--- src/rtl/irq_pkg.sv ---
// Shared definitions for the bridge-attached interrupt controller:
// register map, bridge base address and CLAIM word layout.
package irq_pkg;

  typedef enum logic [1:0] {
    REG_MODE    = 2'd0,
    REG_ENABLE  = 2'd1,
    REG_PENDING = 2'd2,
    REG_CLAIM   = 2'd3
  } reg_off_e;

  localparam logic [31:0] IRQ_BASE        = 32'h0000_7F20;
  localparam int unsigned CLAIM_VALID_BIT = 5;

  function automatic logic [31:0] claim_word(input logic valid, input logic [2:0] id);
    claim_word                  = '0;
    claim_word[CLAIM_VALID_BIT] = valid;
    claim_word[2:0]             = id;
  endfunction

endpackage

--- src/rtl/irq_prio_enc.sv ---
// Lowest-index-wins priority encoder; id reads 0 when nothing is requesting.
import irq_pkg::*;

module irq_prio_enc #(
  parameter int unsigned N = 6
) (
  input  logic [N-1:0] req,
  output logic         valid,
  output logic [2:0]   id
);

  always_comb begin
    valid = 1'b0;
    id    = '0;
    // Scan downward so the lowest requesting index is the last one written.
    for (int unsigned i = N; i > 0; i--) begin
      if (req[i-1]) begin
        valid = 1'b1;
        id    = 3'(i - 1);
      end
    end
  end

endmodule

--- src/rtl/irq_ctrl.sv ---
// Interrupt controller: edge/level pending capture, per-source enable,
// claim/EOI in-service tracking and registered hw_int lines to CP0.
import irq_pkg::*;

module irq_ctrl #(
  parameter int unsigned NSRC = 6
) (
  input  logic            clk,
  input  logic            reset,
  input  logic [NSRC-1:0] dev_irq,
  input  logic [1:0]      addr,
  input  logic            we,
  input  logic            re,
  input  logic [31:0]     wdata,
  output logic [31:0]     rdata,
  output logic [NSRC-1:0] hw_int
);

  reg_off_e        off;
  logic [NSRC-1:0] mode, enable, pending, insvc, prev;
  logic [NSRC-1:0] eligible, pending_nxt, edge_set, w1c, claim_clr;
  logic [NSRC-1:0] insvc_set, insvc_clr, mode_to_level;
  logic            claim_valid, claim_fire, eoi;
  logic [2:0]      claim_id;
  logic            wdata_unused;

  assign off          = reg_off_e'(addr);
  assign eligible     = pending & enable & ~insvc;
  assign wdata_unused = &{1'b0, wdata[31:NSRC]};

  irq_prio_enc #(.N(NSRC)) u_prio_enc (
    .req   (eligible),
    .valid (claim_valid),
    .id    (claim_id)
  );

  assign claim_fire = re && (off == REG_CLAIM) && claim_valid;
  assign eoi        = we && (off == REG_CLAIM) && ({29'b0, wdata[2:0]} < NSRC);

  always_comb begin
    insvc_set     = '0;
    insvc_clr     = '0;
    claim_clr     = '0;
    w1c           = '0;
    mode_to_level = '0;
    if (claim_fire) begin
      insvc_set[claim_id] = 1'b1;
      claim_clr[claim_id] = 1'b1;
    end
    if (eoi)
      insvc_clr[wdata[2:0]] = 1'b1;
    if (we && off == REG_PENDING)
      w1c = wdata[NSRC-1:0];
    if (we && off == REG_MODE)
      mode_to_level = mode & ~wdata[NSRC-1:0];
    edge_set = dev_irq & ~prev;
    // Set term is OR-ed after the clear so a coincident new edge wins.
    pending_nxt = (mode & (edge_set | (pending & ~(w1c | claim_clr))))
                | (~mode & dev_irq);
    pending_nxt = pending_nxt & ~mode_to_level;
  end

  always_ff @(posedge clk or negedge reset) begin
    if (!reset) begin
      mode    <= '0;
      enable  <= '0;
      pending <= '0;
      insvc   <= '0;
      prev    <= '0;
      hw_int  <= '0;
    end else begin
      prev    <= dev_irq;
      pending <= pending_nxt;
      insvc   <= (insvc | insvc_set) & ~insvc_clr;
      hw_int  <= eligible;
      if (we) begin
        case (off)
          REG_MODE:   mode   <= wdata[NSRC-1:0];
          REG_ENABLE: enable <= wdata[NSRC-1:0];
          default:    ;
        endcase
      end
    end
  end

  always_comb begin
    rdata = '0;
    case (off)
      REG_MODE:    rdata[NSRC-1:0] = mode;
      REG_ENABLE:  rdata[NSRC-1:0] = enable;
      REG_PENDING: rdata[NSRC-1:0] = pending;
      REG_CLAIM:   rdata           = claim_word(claim_valid, claim_id);
      default:     rdata           = '0;
    endcase
  end

endmodule

--- config.mk ---
export PLATFORM = sky130hd
export DESIGN_NAME = irq_ctrl
export DESIGN_NICKNAME = d
export VERILOG_FILES = /design/src/rtl/irq_pkg.sv /design/src/rtl/irq_prio_enc.sv /design/src/rtl/irq_ctrl.sv
export SDC_FILE = /design/constraint.sdc
export NUM_CORES = 1
export LEC_CHECK = 0
export ABC_AREA = 1
export BUFFER_PORTS_ARGS = -buffer_cell sky130_fd_sc_hd__buf_2
export CAP_MARGIN = 0
export CORE_ASPECT_RATIO = 1.1
export CORE_MARGIN = 1.5
export CORE_UTILIZATION = 50
export CTS_BUF_LIST = sky130_fd_sc_hd__clkbuf_4 sky130_fd_sc_hd__clkbuf_8
export DETAILED_ROUTE_END_ITERATION = 8
export PLACE_DENSITY_LB_ADDON = 0.05
export SKIP_CTS_REPAIR_TIMING = 1
export SLEW_MARGIN = 20
export SYNTH_ARGS = -nofsm -noshare
export SYNTH_HDL_FRONTEND = slang
export SYNTH_SLANG_ARGS = --single-unit
--- constraint.sdc ---
create_clock -name clk -period 1.6 [get_ports clk]
set_clock_uncertainty 0.15 [all_clocks]
set_input_delay 0.08 -clock clk [delete_from_list [all_inputs] [get_ports clk]]
set_output_delay 0.08 -clock clk [all_outputs]
set_load 0.02 [all_outputs]
### Word level (Yosys, flattened, before mapping)

Cells that the tools add are included.

* order comparisons: 5
* equal/unequal tests: 3
* multiplexer cells: 21
* bitwise logic cells: 20
* reductions and logical operators: 11

Operators with widths (count)
* $and A6 B6 Y6: 9
* $not A6 Y6: 7
* $mux W6: 4
* $or A6 B6 Y6: 4
* $pmux W6 S4: 1
* $mux W3: 6
* $logic_and A1 B1 Y1: 8
* $lt A3 B4 Y1 const B: 2
* $mux W1: 8
* $demux W1 S3: 2
* $ge A3 B1 Y1 const B: 2
* $eq A2 B2 Y1 const B: 2
* $reduce_and A2 Y1: 2
* $lt A3 B3 Y1 const B: 1
* $eq A2 B1 Y1 const B: 1
* $logic_not A2 Y1: 1

* register bits: 36
* input port bits: 44
* output and inout port bits: 38

### Longest topological paths before layout

Gate-level depths: netlist (run 1).

* depth after elaboration: 20
* depth in mapped cells: 10
* mapped depth without buffers: 10

### Cells and area by module

Synthesis (run 1) repeated with hierarchy kept, for this count alone.

* cells, all modules: 265
* area total of the unflattened synthesis: 2047.0 µm²

Modules (own cells, without submodules)
* irq_ctrl: times used 1, cells an instance 250, area each 1974.4 µm²
* irq_prio_enc: times used 1, cells an instance 15, area each 72.6 µm²

### Least setup slack after synthesis (run 1)

No wires, ideal clock.

* kind: register to output
* start: register pending[5]
* end: output port rdata[0]
* arrival: 1269 ps
* data required time: 1370 ps
* setup slack: 101 ps
* cell stages (with the launch flop): 9
* path buffers: 0
* cell sequence: dfrtp_1 -> nand2_1 -> nor2_4 -> nand2_1 -> nand2_1 -> nand2_2 -> a21oi_4 -> nand2_1 -> a22oi_1

* cells in the longest elaborated chain, start to end: 9

RTL lines
* from (decl): RTL line irq_ctrl.sv:20 `logic [NSRC-1:0] mode, enable, pending, insvc, prev;`
* from (signal assigned): RTL line irq_ctrl.sv:73 `pending <= pending_nxt;`
* $and A6 B6 Y6 (2 in a row): RTL line irq_ctrl.sv:28 `assign eligible = pending & enable & ~insvc;`
* net eligible[5]: RTL line irq_ctrl.sv:21 `logic [NSRC-1:0] eligible, pending_nxt, edge_set, w1c, claim_clr;`
* $mux W3 (6 in a row): RTL line irq_prio_enc.sv:17 `if (req[i-1]) begin`
* $pmux W6 S4: RTL line irq_ctrl.sv:88 `case (off)`
* to (decl): RTL line irq_ctrl.sv:15 `output logic [31:0] rdata,`

The timed path passes the listed nets, and every way through them passes these cells.

### Worst setup path in the final report (run 1)

* start: register enable[5]
* end: output port rdata[0]

* cells in the longest elaborated chain, start to end: 9

RTL lines
* from (decl): RTL line irq_ctrl.sv:20
* from (signal assigned): RTL line irq_ctrl.sv:79 `REG_ENABLE: enable <= wdata[NSRC-1:0];`
* $and A6 B6 Y6 (2 in a row): RTL line irq_ctrl.sv:28
* net eligible[5]: RTL line irq_ctrl.sv:21
* $mux W3 (6 in a row): RTL line irq_prio_enc.sv:17
* $pmux W6 S4: RTL line irq_ctrl.sv:88

The timed path passes the listed nets, and every way through them passes these cells.

==> impl_results.md, run 1 <==
- Post-detailed-route wirelength per cell: around 13 um
- Min cycle time layout: 1.83 ns
- CP arrival: between 1.5 and 2 ns
- WP data required: 1.37 ns
- Yosys warns: 0
- Die footprint: between 4000 and 5000 um2
- Setup repair after global routing missed its margin: yes
- Largest net degree at the start of global routing: 20
- Min-Delay Path Depth: 3
- Most frequent cell after synthesis: sky130_fd_sc_hd__nand2_1
- Power per Cell Area: about 1100 nW/um2
- Sort of element at the start of the critical path: flip-flop
- Clk Latency, worst-skew pair: 0.30 ns
- Category of the worst setup path capture point: output port
- Clock slew seen by the registers of the worst setup and hold paths: 0.08 ns
- Die Wd: 63.1 um
- Area contributors post-synth: sky130_fd_sc_hd__dfrtp_1 45%, sky130_fd_sc_hd__nand2_1 14%, sky130_fd_sc_hd__buf_4 9.8%, sky130_fd_sc_hd__inv_1 4.5%, sky130_fd_sc_hd__nor2_2 3.5%
- Top post-synthesis cells by count: 74 x sky130_fd_sc_hd__nand2_1, 36 x sky130_fd_sc_hd__dfrtp_1, 26 x sky130_fd_sc_hd__buf_4
- Maximum clock insertion buffer count: 2
- Util after Layout: 0.662
- Peak supply drop: approximately 0.58 mV
- H-Tree Depth: 2
- Core Footprint: 3710 um2
- Max-cap violations: 0
- Number of failing setup endpoints in the final timing report: 4
- Post-synthesis cell count: 242
- Std cell rows: 23
- Cell type with the highest aggregate area in the netlist: sky130_fd_sc_hd__dfrtp_1
- Place WS: 0.0280 ns
- Effective utilization at floorplan: 0.535
- Global route overflow: 0
- Area added between synthesis and finish: 23.8%
- Part of the cycle the worst path needs: 1.15
- Share of the synthesized area in the top cell type: 0.454
- Net count of the finished layout: 343
- Synth async-reset ratio: 1.00
- Y dimension of the die: between 60 and 70 um
- Total global-route track usage: 0.218
- Via count: 1703
- Proportion of synthesized chip area in sequential cells: 0.454
- Result of the run: finished with violations
- Starting DRC count in detailed routing: 81
- Worst hold path class: in -> reg
- Drt first pass iters: 5
- Mapped cell area: around 2000 um2
- Category of the most critical setup path: reg -> out
- Global-route wire length before repair: a little over 7000 um
- Port Buffers: 29
- Number of antenna violations at the first check in global routing: 0
- Number of unique standard cell types used by synthesis: 24
- Vias in the first global route: 1559
- DP Wirelength: around 3300 um
- TritonCTS Buffers: 5
- RePlAce Congestion: 0.928
- Via density per instance: ~4.9
- Area of placed instances: 2130 um2
- Static power due to leakage: roughly 1.3 nW
- DRC Markers: 0
- Antenna fix cells: 0
- Violated checks: hold timing, setup timing
- Final Instance Area: between 2000 and 2500 um2
- Primary flip-flop cell chosen by synthesis mapping: sky130_fd_sc_hd__dfrtp_1
- Critical Path Fanout Max: 3
- Post-Syn Area per Cell: 8.21 um2
- CTS tree: done
- CTS root buffer: sky130_fd_sc_hd__clkbuf_8
- Upper clock frequency limit: 545 MHz
- Layout cell share with drive strength beyond 1: 0.287
- Final WL: 4660 um
- Final WS setup: -0.235 ns
- Max-slew violations: 0
- Io pins: 82
- Number of cell instances on the worst register-to-register path: 10
- Post-detailed-route count of antenna-violating nets: 0
- Number of sinks handled by clock tree synthesis: 36
- Number of synthesized register bits: 36
- Number of enable-type register cells in the synthesized netlist: 0
- Smallest hold slack: -0.0236 ns
- Number of hold-slack violations in the final timing report: 1
==> kinds of logic (layout without fill, tap and decap cells) <==
| logic type | Yosys count | count (layout) | synth area share |
|---|---|---|---|
| simple gates | 122 | 122 | 0.290 |
| buf+inv | 53 | 86 | 0.151 |
| flops | 36 | 36 | 0.454 |
| compound gates | 30 | 30 | 0.103 |
| other cells | 1 | 26 | 0.00189 |
==> power breakdown <==
| part | switching (mW) | internal, mW | total, mW |
|---|---|---|---|
| clock network | 0.348 | 0.461 | 0.809 |
| logic | 0.443 | 0.286 | 0.729 |
| registers | 0.121 | 1.05 | 1.17 |
==> routing by layer <==
| layer | GRT usage | up-vias | part of all wire |
|---|---|---|---|
| li1 | - | 838 | - |
| met1 | 0.278 | 792 | 0.41 |
| met2 | 0.378 | 66 | 0.52 |
| met3 | 0.0457 | 7 | 0.060 |
| met4 | 0.0469 | 0 | 0.010 |
| met5 | 0 | - | 0 |
==> registers in the layout (all words and copies together), names as in the netlist <==
signal,count
hw_int,6
mode,6
insvc,6
prev,6
pending,6
enable,6
==> layout by cell type, fill, tap and decap left out, types with 2 or more instances in the layout <==
master / instances
sky130_fd_sc_hd__a21oi_1: 4
sky130_fd_sc_hd__a21oi_2: 3
sky130_fd_sc_hd__a22oi_1: 4
sky130_fd_sc_hd__a22oi_2: 3
sky130_fd_sc_hd__buf_2: 27
sky130_fd_sc_hd__buf_4: 13
sky130_fd_sc_hd__clkbuf_8: 5
sky130_fd_sc_hd__conb_1: 26
sky130_fd_sc_hd__dfrtp_1: 36
sky130_fd_sc_hd__dlygate4sd3_1: 12
sky130_fd_sc_hd__inv_1: 24
sky130_fd_sc_hd__nand2_1: 71
sky130_fd_sc_hd__nand2_2: 8
sky130_fd_sc_hd__nand3_1: 12
sky130_fd_sc_hd__nand3_2: 3
sky130_fd_sc_hd__nand4_1: 2
sky130_fd_sc_hd__nor2_1: 2
sky130_fd_sc_hd__nor2_2: 11
sky130_fd_sc_hd__nor2_4: 5
sky130_fd_sc_hd__nor3_1: 8
sky130_fd_sc_hd__o21ai_0: 11
==> worst max-delay path, cell delays in order, from the launching register on <==
cell                      delay (ns)
sky130_fd_sc_hd__dfrtp_1        0.39
sky130_fd_sc_hd__nand2_2        0.08
sky130_fd_sc_hd__nor2_4         0.13
sky130_fd_sc_hd__nand2_1        0.06
sky130_fd_sc_hd__nand2_1        0.07
sky130_fd_sc_hd__nand2_2        0.08
sky130_fd_sc_hd__a21oi_4        0.13
sky130_fd_sc_hd__nand2_1        0.08
sky130_fd_sc_hd__a22oi_2        0.13
sky130_fd_sc_hd__buf_4          0.16
==> metrics by stage <==
step,total power [mW],cells,TNS (ns)
floorplan,1.67,267,0
global placement,1.81,323,0
detailed placement,1.82,323,0
CTS,2.63,331,-0.651
global route,2.85,350,-1.09
finish,2.71,350,-0.397
==> path summary, 6_finish.rpt <==
check / startpoint / to / slack [ns]
max: enable[5] / rdata[0] / -0.23
min: wdata[1] / pending[1] / -0.02
max reg2reg: enable[5] / pending[1] / 0.07
min reg2reg: insvc[1] / hw_int[1] / 0.30
max in group asynchronous: reset / mode[3] / 0.72
min in group asynchronous: reset / prev[1] / 0.11
==> area by class of cell <==
cell class	instances	area, um2
Fill cell	348	1250
Multi-Input combinational cell	178	916
Sequential cell	36	901
Timing Repair Buffer	53	373
Inverter	25	93.8
Clock buffer	5	68.8
Tap cell	50	62.6
Clock inverter	3	42.5
Note: power is estimated with default switching activity, not from simulation.
==> inputs of run 2 (changes only) <==
- ABC_AREA: 1 -> unset
- CORE_UTILIZATION: 50 -> 45
- clock period: 1.6 -> 1.65 ns (I/O delays scaled with it)
==> impl_results.md, run 2 <==
- Yosys warns: 0 (unchanged)
- Die Wd: 65.8 um (+4.3%)
- Max-slew violations: 0 (unchanged)
- Area of the multi-input gates: 920 um2 (+0.41%)
- Setup repair after global routing missed its margin: yes
- Via count: 1538 (-9.7%)
- Violated checks: setup timing
- Core Footprint: 4050 um2 (+9.2%)
- Std cell rows: 24 (+4.3%)
- Final WS setup: -0.276 ns (-0.0417 ns)
- Vias in the first global route: 1486 (-4.7%)
- Final WL: 4380 um (-6.0%)
- Part of the cycle the worst path needs: 1.17
- Global-route wire length before repair: 7160 um (-1.4%)
- Peak supply drop: 0.540 mV (-6.3%)
- Number of unique standard cell types used by synthesis: 42 (+75%)
- RePlAce Congestion: 0.815 (-12%)
- Layout cell share with drive strength beyond 1: 0.311 (+0.0241)
- Port Buffers: 29 (unchanged)
- TritonCTS Buffers: 5 (unchanged)
- Number of sinks handled by clock tree synthesis: 36 (unchanged)
- Post-detailed-route count of antenna-violating nets: 0 (unchanged)
- Min-Delay Path Depth: 4 (+1)
- Power per Cell Area: 1080 nW/um2 (-2.4%)
- CTS root buffer: sky130_fd_sc_hd__clkbuf_8
- Result of the run: finished with violations
- Most frequent cell after synthesis: sky130_fd_sc_hd__dfrtp_1
- Largest net degree at the start of global routing: 20 (unchanged)
- Static power due to leakage: 1.23 nW (-3.5%)
- Effective utilization at floorplan: 0.481 (-0.0537)
- Most used cells in the layout excluding fill and tap cells: 36 x sky130_fd_sc_hd__dfrtp_1, 26 x sky130_fd_sc_hd__nand2_1, 26 x sky130_fd_sc_hd__conb_1, 26 x sky130_fd_sc_hd__buf_2, 20 x sky130_fd_sc_hd__buf_4
- Worst hold path class: in -> reg
- Starting DRC count in detailed routing: 82 (+1.2%)
- Category of the worst setup path capture point: output port
- Maximum clock insertion buffer count: 2 (unchanged)
- Min cycle time layout: 1.93 ns
- Die footprint: 4740 um2 (+8.7%)
- Io pins: 82 (unchanged)
- Smallest hold slack: 0.100 ns (+0.124 ns)
- Number of cell instances on the worst register-to-register path: 4 (-6)
- Total global-route track usage: 0.200 (-0.0180)
- DRC Markers: 0 (unchanged)
- Primary flip-flop cell chosen by synthesis mapping: sky130_fd_sc_hd__dfrtp_1
- Number of failing setup endpoints in the final timing report: 4 (unchanged)
- CP arrival: 1.69 ns (+0.09 ns)
- Cell type with the highest aggregate area in the netlist: sky130_fd_sc_hd__dfrtp_1
- DP Wirelength: 3240 um (-2.5%)
- Top post-synthesis cells by count: 36 x sky130_fd_sc_hd__dfrtp_1, 29 x sky130_fd_sc_hd__buf_4, 26 x sky130_fd_sc_hd__nand2_1
- Combined flip-flop and latch cell area: 901 um2 (unchanged)
- Drt first pass iters: 5 (unchanged)
- Y dimension of the die: 72.1 um (+4.3%)
- Util after Layout: 0.602 (-0.0595)
- Synth async-reset ratio: 1.00 (unchanged)
- Number of fill cells: 360 (+3.4%)
- Post-detailed-route wirelength per cell: 14.4 um (+8.5%)
- Number of hold-slack violations in the final timing report: 0 (-1)
- Post-Syn Area per Cell: 10.4 um2 (+26%)
- Post-synthesis cell count: 188 (-22%)
- Mapped cell area: 1950 um2 (-1.8%)
- Global route overflow: 0 (unchanged)
- Overall power: 2.63 mW (-3.0%)
- Number of enable-type register cells in the synthesized netlist: 0 (unchanged)
- Number of antenna violations at the first check in global routing: 0 (unchanged)
- Antenna fix cells: 0 (unchanged)
- Total negative slack: -0.922 ns (-0.525 ns)
- CTS tree: done
- Share of the synthesized area in the top cell type: 0.462 (+0.00815)
- Clock slew seen by the registers of the worst setup and hold paths: 0.07 ns (about the same)
- Upper clock frequency limit: 519 MHz
- Clk Latency, worst-skew pair: 0.28 ns (-0.02 ns)
- Category of the most critical setup path: reg -> out
- Proportion of synthesized chip area in sequential cells: 0.462 (+0.00815)
- Critical Path Fanout Max: 3 (unchanged)
- Area added between synthesis and finish: 25.2%
- Number of synthesized register bits: 36 (unchanged)
- WP data required: 1.42 ns (+0.05 ns)
- Max-cap violations: 0 (unchanged)
- Sort of element at the start of the critical path: flip-flop
- Net count of the finished layout: 295 (-14%)
- Leading cell type in the layout, fill and taps excluded: sky130_fd_sc_hd__dfrtp_1
- Area contributors post-synth: sky130_fd_sc_hd__dfrtp_1 46%, sky130_fd_sc_hd__buf_4 11%, sky130_fd_sc_hd__nand2_1 5.0%, sky130_fd_sc_hd__nand3b_4 4.1%, sky130_fd_sc_hd__o21ai_0 3.1%
- Via density per instance: 5.08 (+4.3%)
- H-Tree Depth: 2 (unchanged)
==> run 2: cell types whose count changed in the layout (fill, tap and decap cells not counted), moves of 5 or more <==
cell                      delta
sky130_fd_sc_hd__nand2_1    -45
sky130_fd_sc_hd__inv_1      -16
sky130_fd_sc_hd__nor2_2     -11
sky130_fd_sc_hd__nand3_1     -8
sky130_fd_sc_hd__buf_4       +7
sky130_fd_sc_hd__nand2_2     -6
sky130_fd_sc_hd__nor3_1      -6
sky130_fd_sc_hd__a31oi_1     +5
sky130_fd_sc_hd__nor2_4      -5
==> run 2: final timing paths <==
check                      startpoint        end  slack, ns
setup / recovery            enable[5]   rdata[0]      -0.28
hold / removal                     re   insvc[3]       0.10
setup reg to reg             insvc[3]   insvc[3]       0.12
hold reg to reg              insvc[5]   insvc[5]       0.35
max in group asynchronous       reset  enable[0]       0.76
min in group asynchronous       reset  enable[4]       0.14
==> run 2: cell families after synthesis <==
| logic type | count (synthesis) | share of synthesized area |
|---|---|---|
| AND/OR/NAND/NOR | 63 | 0.207 |
| other | 1 | 0.00192 |
| AO/OA/AOI/OAI | 39 | 0.133 |
| buffers and inverters | 39 | 0.131 |
| XOR/XNOR | 2 | 0.00898 |
| multiplexers | 8 | 0.0558 |
| flip-flops | 36 | 0.462 |
==> run 2: per-stage QoR <==
step	area, um2	setup WS (ns)	cells
2_1_floorplan	2040	0.0248	213
3_3_place_gp	2160	0.0212	279
3_5_place_dp	2160	0.0152	279
4_1_cts	2240	-0.301	286
5_1_grt	2440	-0.359	303
6_report	2440	-0.276	303
==> run 2: report_power, final <==
part	switching (mW)	internal (mW)	total [mW]
Clock	0.292	0.303	0.595
Sequential	0.123	1.06	1.18
Combinational	0.438	0.418	0.856
==> run 2: routing by layer <==
metal | global-route usage | wire length [um] | vias to the layer above
li1 | - | - | 737
met1 | 0.265 | 1870 | 740
met2 | 0.327 | 2200 | 57
met3 | 0.0372 | 266 | 4
met4 | 0.0718 | 47 | 0
met5 | 0 | 0 | -
==> run 2: area by class of cell <==
| type | count | area share |
|---|---|---|
| Clock buffer | 6 | 0.0313 |
| Clock inverter | 1 | 0.00205 |
| Inverter | 9 | 0.0138 |
| Multi-Input combinational cell | 138 | 0.377 |
| Sequential cell | 36 | 0.369 |
| Tap cell | 52 | 0.0266 |
| Timing Repair Buffer | 61 | 0.181 |
==> run 2: critical path, cell delays in order, from the launching register on <==
cell and delay, ns:
sky130_fd_sc_hd__dfrtp_1 0.38, sky130_fd_sc_hd__and3b_2 0.23, sky130_fd_sc_hd__nand2_2 0.07, sky130_fd_sc_hd__a31oi_1 0.09, sky130_fd_sc_hd__mux4_2 0.49, sky130_fd_sc_hd__buf_6 0.15
==> inputs of run 3 (changes only) <==
- CORE_MARGIN: 1.5 -> 10
==> impl_results.md, run 3 (synthesis results as in run 2) <==
- Inst Count DP: 288 (+3.2%)
- Violated checks: setup timing
- Clk Latency, worst-skew pair: 0.29 ns (about the same)
- Sort of element at the start of the critical path: flip-flop
- WP data required: 1.42 ns (about the same)
- Most used cells in the layout excluding fill and tap cells: 36 x sky130_fd_sc_hd__dfrtp_1, 29 x sky130_fd_sc_hd__buf_4, 26 x sky130_fd_sc_hd__nand2_1, 26 x sky130_fd_sc_hd__conb_1, 26 x sky130_fd_sc_hd__buf_2
- Category of the most critical setup path: reg -> out
- TritonCTS Buffers: 5 (unchanged)
- CP arrival: 1.70 ns (about the same)
- Final WS setup: -0.287 ns (-0.0104 ns)
- Area of the multi-input gates: 937 um2 (+1.9%)
- Layout cell share with drive strength beyond 1: 0.340 (+0.0289)
- Met1 demand-to-capacity share in global routing: 0.159 (-0.106)
- Standard cell with the maximum stage delay on the critical path: sky130_fd_sc_hd__mux4_2
- Area added between synthesis and finish: 32.6%
- Number of antenna violations at the first check in global routing: 0 (unchanged)
- Maximum clock insertion buffer count: 2 (unchanged)
- Global-route wire length before repair: 7820 um (+9.3%)
- Y dimension of the die: 89.1 um (+24%)
- Number of fill cells: 384 (+6.7%)
- Port Buffers: 29 (unchanged)
- Total global-route track usage: 0.139 (-0.0603)
- Io pins: 82 (unchanged)
- Largest net degree at the start of global routing: 37 (+85%)
- Max-cap violations: 0 (unchanged)
- CTS root buffer: sky130_fd_sc_hd__clkbuf_8
- Setup repair after global routing missed its margin: yes
- Effective utilization at floorplan: 0.459 (-0.0226)
- Combined flip-flop and latch cell area: 901 um2 (unchanged)
- Final WL: 4950 um (+13%)
- Post-detailed-route wirelength per cell: 15.7 um (+8.4%)
- RePlAce Congestion: 0.848 (+4.1%)
- H-Tree Depth: 2 (unchanged)
- DRC Markers: 0 (unchanged)
- Number of cells in the finished layout apart from fillers: 316 (+4.3%)
- Smallest hold slack: 0.0654 ns (-0.0346 ns)
- Post-detailed-route count of antenna-violating nets: 0 (unchanged)
- CTS tree: done
- Via density per instance: 4.86 (-4.2%)
- Power per Cell Area: 1150 nW/um2 (+6.6%)
- Category of the worst setup path capture point: output port
- Number of sinks handled by clock tree synthesis: 36 (unchanged)
- GR Util met2: 0.235 (-0.0920)
- Number of hold-slack violations in the final timing report: 0 (unchanged)
- Core Footprint: 4250 um2 (+4.9%)
- Upper clock frequency limit: 516 MHz (-0.54%)
- Overall power: 2.97 mW (+13%)
- Number of failing setup endpoints in the final timing report: 4 (unchanged)
- Vias in the first global route: 1565 (+5.3%)
- Number of buffer and inverter stages on the critical path: 1 (unchanged)
- Antenna fix cells: 0 (unchanged)
- Static power due to leakage: 1.32 nW (+6.6%)
- Leading cell type in the layout, fill and taps excluded: sky130_fd_sc_hd__dfrtp_1
- Part of the cycle the worst path needs: 1.17 (+0.00630)
- Via count: 1537 (-0.065%)
- Starting DRC count in detailed routing: 53 (-35%)
- Worst path cell trace: and3b_2 -> nand2_2 -> a31oi_1 -> mux4_2 -> buf_6
- Min cycle time layout: 1.94 ns (+0.0104 ns)
- Peak supply drop: 0.615 mV (+14%)
- Met3 Resource Use GR: 0.0382 (+0.00102)
- Net count of the finished layout: 305 (+3.4%)
- Die footprint: 7370 um2 (+56%)
- Result of the run: finished with violations
- Drt first pass iters: 6 (+1)
- Critical Path Fanout Max: 3 (unchanged)
- Clock slew seen by the registers of the worst setup and hold paths: 0.07 ns (about the same)
- Cell family with most CP delay: multiplexers
- Std cell rows: 25 (+4.2%)
- Area of placed instances: 2210 um2 (+2.6%)
- Worst stage delay on the critical path: 0.48 ns (about the same)
- Max-slew violations: 0 (unchanged)
- Final Instance Area: 2590 um2 (+5.9%)
- Die Wd: 82.8 um (+26%)
- DP Wirelength: 3740 um (+16%)
- Global routing's busiest layer: met2
- Global route overflow: 0 (unchanged)
- Total negative slack: -1.01 ns (-0.0915 ns)
- Worst hold path class: in -> reg
run 3: path summary, 6_finish.rpt:
path / from / to / slack (ns) / cells after the start
setup / recovery: pending[5] / rdata[0] / -0.29 / 5
hold / removal: re / insvc[3] / 0.07 / 4
setup reg to reg: insvc[3] / pending[3] / 0.16 / 4
hold reg to reg: insvc[5] / insvc[5] / 0.35 / 1
max in group asynchronous: reset / pending[5] / 1.03 / 3
min in group asynchronous: reset / prev[3] / 0.13 / 3
run 3: final cells by class:
cell class                 count  share of cell area
clock buffer                   7              0.0373
clock inverter                 1              0.0116
inverter                       9              0.0131
multi-input combinational    138               0.362
sequential                    36               0.348
tap                           54              0.0261
timing repair buffer          71               0.201
run 3: metrics by stage:
step | worst slack, ns | util
2_1_floorplan | 0.0248 | -
3_3_place_gp | 0.00175 | 0.520
3_5_place_dp | -0.0224 | 0.520
4_1_cts | -0.331 | 0.550
5_1_grt | -0.342 | 0.608
6_report | -0.287 | 0.608
run 3: power breakdown:
part / switching [mW] / internal [mW] / total (mW) / leakage, nW
Clock: 0.321 / 0.533 / 0.855 / 0.0645
Combinational: 0.465 / 0.470 / 0.935 / 0.809
Sequential: 0.124 / 1.05 / 1.18 / 0.442
Total: 0.910 / 2.06 / 2.97 / 1.32
run 3: tightest hold or removal path: cells and delay by family:
family	cells	cell delay, ns
AOI/OAI and AO/OA	1	0.12
buffers and inverters	1	0.11
and+or+nand+nor	2	0.15
run 3: routing by layer:
metal,vias to the layer above,routed length (um)
met2,40,2550
met1,730,2030
met4,0,61
li1,763,-
met5,-,0
met3,4,299
